`src/rtl/mult_matrix_collector_if.sv`:
```
// mult_matrix_collector_if: row input, tile handshake and overflow flag of the result collector
interface mult_matrix_collector_if #(parameter int data_size = 4, parameter int size = 3);
  logic [data_size*size-1:0]      input_stream;
  logic                           input_valid;
  logic [data_size*size*size-1:0] output_tile;
  logic                           output_valid;
  logic                           output_ready;
  logic                           overflow;
  modport slave (input input_stream, input_valid, output_ready, output output_tile, output_valid, overflow);
  modport master (output input_stream, input_valid, output_ready, input output_tile, output_valid, overflow);
endinterface

```
`src/rtl/mult_matrix_collector.sv`:
```
// mult_matrix_collector: assembles de-skewed rows into tiles in two ping-pong banks behind a valid/ready port
module mult_matrix_collector #(
  parameter int data_size = 4,
  parameter int size = 3
) (
  input logic clk,
  input logic reset,
  mult_matrix_collector_if.slave bus
);
  localparam int rw = data_size * size;
  localparam int tw = rw * size;
  localparam int rb = size > 1 ? $clog2(size) : 1;
  localparam logic [1:0] st_empty = 2'd0, st_filling = 2'd1, st_full = 2'd2;
  logic [1:0]    state [2];
  logic [tw-1:0] data [2];
  logic          wr_bank, rd_bank;
  logic [rb-1:0] wr_row;
  logic          accept, write, last;
  // Write eligibility looks only at registered state, so a bank freed this cycle stays closed until next
  assign accept = bus.output_valid & bus.output_ready;
  assign write = bus.input_valid & (state[wr_bank] != st_full);
  assign last = wr_row == rb'(size - 1);
  assign bus.output_valid = state[rd_bank] == st_full;
  assign bus.output_tile = data[rd_bank];
  always_ff @(posedge clk) begin
    if (reset) begin
      for (int b = 0; b < 2; b++) begin
        state[b] <= st_empty;
        data[b] <= '0;
      end
      wr_bank <= 1'b0;
      rd_bank <= 1'b0;
      wr_row <= '0;
      bus.overflow <= 1'b0;
    end else begin
      if (accept) begin
        state[rd_bank] <= st_empty;
        rd_bank <= ~rd_bank;
      end
      if (write) begin
        data[wr_bank][tw - 1 - int'(wr_row) * rw -: rw] <= bus.input_stream;
        state[wr_bank] <= last ? st_full : st_filling;
        wr_row <= last ? '0 : wr_row + rb'(1);
        if (last) wr_bank <= ~wr_bank;
      end
      if (bus.input_valid && !write) bus.overflow <= 1'b1;
    end
  end
endmodule

```
`src/flat_wrapper.sv`:
```
// flat-port wrapper written by rule: the top's interface ports become plain ports
module mult_matrix_collector_flat 
#(
  parameter int data_size = 4,
  parameter int size = 3
)
  (clk, reset, bus_input_stream, bus_input_valid, bus_output_ready, bus_output_tile, bus_output_valid, bus_overflow);
  mult_matrix_collector_if #(.data_size(data_size), .size(size)) bus_i ();
  input logic clk;
  input logic reset;
  input wire logic [$bits(bus_i.input_stream)-1:0] bus_input_stream;
  input wire logic [$bits(bus_i.input_valid)-1:0] bus_input_valid;
  input wire logic [$bits(bus_i.output_ready)-1:0] bus_output_ready;
  output wire logic [$bits(bus_i.output_tile)-1:0] bus_output_tile;
  output wire logic [$bits(bus_i.output_valid)-1:0] bus_output_valid;
  output wire logic [$bits(bus_i.overflow)-1:0] bus_overflow;
  assign bus_i.input_stream = bus_input_stream;
  assign bus_i.input_valid = bus_input_valid;
  assign bus_i.output_ready = bus_output_ready;
  assign bus_output_tile = bus_i.output_tile;
  assign bus_output_valid = bus_i.output_valid;
  assign bus_overflow = bus_i.overflow;
  mult_matrix_collector #(.data_size(data_size), .size(size)) u_core (.clk(clk), .reset(reset), .bus(bus_i));
endmodule
```
`config.mk`:
```
export PLATFORM = sky130hd
export DESIGN_NAME = mult_matrix_collector_flat
export DESIGN_NICKNAME = d
export VERILOG_FILES = /design/src/rtl/mult_matrix_collector_if.sv /design/src/rtl/mult_matrix_collector.sv /design/src/flat_wrapper.sv
export SDC_FILE = /design/constraint.sdc
export NUM_CORES = 1
export LEC_CHECK = 0
export CORE_UTILIZATION = 59
export DETAILED_ROUTE_END_ITERATION = 12
export GPL_TIMING_DRIVEN = 1
export PLACE_DENSITY = 0.84
export SLEW_MARGIN = 20
export SYNTH_ARGS = -nofsm -noshare
export SYNTH_HDL_FRONTEND = slang
export SYNTH_SLANG_ARGS = --single-unit
```
`constraint.sdc`:
```
create_clock -name clk -period 4 [get_ports clk]
set_clock_uncertainty 0.1 [all_clocks]
set_input_delay 0.8 -clock clk [delete_from_list [all_inputs] [get_ports clk]]
set_output_delay 0.8 -clock clk [all_outputs]
set_load 0.02 [all_outputs]
```
==> results by group <==
Run status
  – Status: finished clean

Final layout
  – Ant diodes: 0
  – Layout cell share with drive strength beyond 1: 19.39%
  – Layout area overhead: 18.25%
  – Fin util: roughly 72%
  – Final #Nets: slightly above 400

Placement
  – Final GP Congestion: approximately 0.89
  – Dpl hpwl: about 6200 um
  – Buffers on Ports: 53

Setup path
  – Crit path capture: bus_output_tile[1]
  – Worst Setup Start Kind: register
  – Crit-path max cell delay: about 0.78 ns
  – Slowest CP cell: dfxtp_1
  – R2R depth: 6
  – Worst path required time: 3.10 ns
  – CP cell instances: buf_12 -> mux2_2 -> clkdlybuf4s50_1
  – WP buf/inv: 2
  – Worst EP arrival: ~2.3 ns
  – RR Endpoint: u_core.data[1][18]
  – Family with the most delay on the worst path: buffers and inverters
  – Crit end category: primary output
  – Max FO, Critical Path: 24
  – Reg2reg start: u_core.wr_row[0]
  – Reg2Reg Setup Slack: around 1.2 ns
  – Stages on worst setup path: 3
  – Critical setup path kind: register to primary output

Power and ir drop
  – P per Cell Area: 414.4 nW/um^2
  – Peak VDD IR: approximately 240 uV
  – LEAKAGE: ~1.8 nW
  – Overall power: ~0.002 W

Clocking
  – # hold bufs at CTS: 0
  – Num CTS Buffers: 9
  – Clock transition at path regs: ~0.08 ns
  – CTS Root Cell: clkbuf_8
  – Max Buffers Root-to-Sink: 2
  – CTS resizes: 0
  – CTS tree: done
  – Clk_lat worst skew: between 0.3 and 0.4 ns
  – H-tree depth: 3
  – Post-CTS setup buffer count: 0
  – CTS sink cnt: just over 80

Flow run
  – Max_cap viols: 0

Drt
  – Detailed Route WL: 8919 um
  – # DRC: 0
  – TritonRoute pass-1 iters: 7
  – DR vias: 2823
  – Vias per cell: ~5.8
  – WL/cell: 18.28 um
  – DR iter-0 viols: roughly 210
  – Post-route ant nets: 0

Global routing
  – Vias in the first global route: roughly 2800
  – Gr usage total: approximately a quarter
  – First-pass GRT wire length: 14080 um
  – Number of antenna violations at the first check in global routing: 0
  – Largest net degree at the start of global routing: 27
  – Congestion Overflow GR: 0

Synthesis
  – Seq cells post-synth: between 80 and 90
  – Syn Inst Count: approximately 340
  – FFs w/ async S/R, synth: 0%
  – Post-synth top cells: edfxtp_1, nor2_1, mux2_2
  – Mapped Nets: roughly 360
  – Synth top area share: between 50% and 60%
  – Sequential element share of the synthesized area: 58.40%
  – EDFF count, synth: between 70 and 80
  – Synthesized area: around 4100 um^2
  – Cell taking the most area after synthesis: edfxtp_1
  – Synth warn: 0
  – Synth cell types: 47
  – Synthesized area per cell: between 10 and 15 um^2
  – Main synth FF type: edfxtp_1
  – Most frequent cell after synthesis: edfxtp_1
  – Top cells by area, synth: edfxtp_1, mux2_2, nor2_1, dfxtp_1, ha_1

Timing
  – Setup TNS Final: 0 ns
  – Unrepaired setup endpoints after global routing: no
  – Final Hold Vio Count: 0
  – Final setup viols: 0
  – Final worst path period share: about four fifths
  – Headroom to the max-slew limit: a little under half
  – Worst Tran Pin Value: about 0.8 ns
  – Slew Limit Fails: 0
  – Tmin final: 3.227 ns
  – Highest clock rate: just over 0.3 GHz

Min path
  – Hold Crit Class: register to register
  – Hold path start: u_core.bus.overflow

Die
  – IO Pins: between 50 and 60
  – Die area: 7369 um^2
  – Starting density of the core: around three fifths
  – Die Width: about 86 um
  – Core Footprint: 6794 um^2
  – Std-Cell Rows: 30
  – Die Span Y: 85.85 um
-- worst register-to-register path: cells and delay by family (launching register included) --
family | cells | cell delay [ns]
flops | 1 | 0.34
fa+ha+maj | 1 | 0.88
buf+inv | 1 | 0.19
compound gates | 2 | 0.79
simple gates | 2 | 0.27
-- flip-flops by register name, indices dropped and copies added (netlist names), named ones only --
signal               count
u_core.data             72
u_core.wr_bank           1
u_core.bus.overflow      1
u_core.wr_row            2
u_core.state             4
u_core.rd_bank           1
-- per-stage QoR --
step	std cells	setup WS [ns]	instance area, um^2	hold WS [ns]
floorplan	338	1.847	4148	0.4259
CTS	488	0.7584	4905	0.3955
detailed placement	472	1.130	4720	0.3690
finish	488	0.7726	4905	0.3869
global route	488	0.6671	4905	0.4240
global placement	472	1.147	4720	0.3567
-- kinds of logic (layout without fill, tap and decap cells) --
logic type / after synthesis / after routing / synth area share (%)
AO/OA/AOI/OAI: 32 / 32 / 5.430
AND/OR/NAND/NOR: 144 / 144 / 18.07
buffers and inverters: 26 / 80 / 3.740
multiplexers: 44 / 44 / 11.83
adder cells (fa/ha/maj): 7 / 7 / 2.112
flip-flops: 83 / 83 / 58.40
XOR/XNOR: 2 / 2 / 0.4224
-- how the worst min path moves through the flow --
| stage | to | slack (ns) | cells after the start |
|---|---|---|---|
| 6_report | u_core.bus.overflow | 0.39 | 2 |
| 5_1_grt | u_core.bus.overflow | 0.42 | 2 |
| 4_1_cts | u_core.bus.overflow | 0.40 | 2 |
| 3_5_place_dp | u_core.bus.overflow | 0.37 | 2 |
| 3_3_place_gp | u_core.bus.overflow | 0.36 | 2 |
| 2_1_floorplan | register | 0.43 | 2 |
-- per-layer routing --
metal  GRT usage, %  vias up  part of all wire, %
met5              0        -                    0
li1               -     1321                    -
met4          11.52        0                  2.5
met2          43.27      125                   51
met3          5.005       16                  5.4
met1          33.51     1361                   41
-- power by group --
group	switching [W]	leakage [nW]	total, W	internal (W)
Combinational	0.000251	0.819	0.000433	0.000182
Clock	0.000300	0.0870	0.000586	0.000286
Sequential	0.0000200	0.850	0.00101	0.000993
-- cell usage in the layout, fill, tap and decap left out, drive strengths merged, types with 4 or more instances in the layout --
master          n
a21oi           9
a31oi           4
buf             6
clkbuf         11
clkdlybuf4s50  53
dfxtp           7
edfxtp         76
ha              7
inv             5
mux2           40
mux2i           4
nand2          11
nand2b         10
nand3          13
nor2           70
nor2b           8
nor3            9
nor4            6
-- area by class of cell --
cell class                      instances  area, um^2
Clock buffer                           11       131.4
Clock inverter                          5       53.80
Fill cell                             488        1889
Inverter                                5       18.77
Multi-Input combinational cell        229        1570
Sequential cell                        83        2422
Tap cell                               96       120.1
Timing Repair Buffer                   59       588.1
No activity file was read; power rests on OpenSTA's default activity.
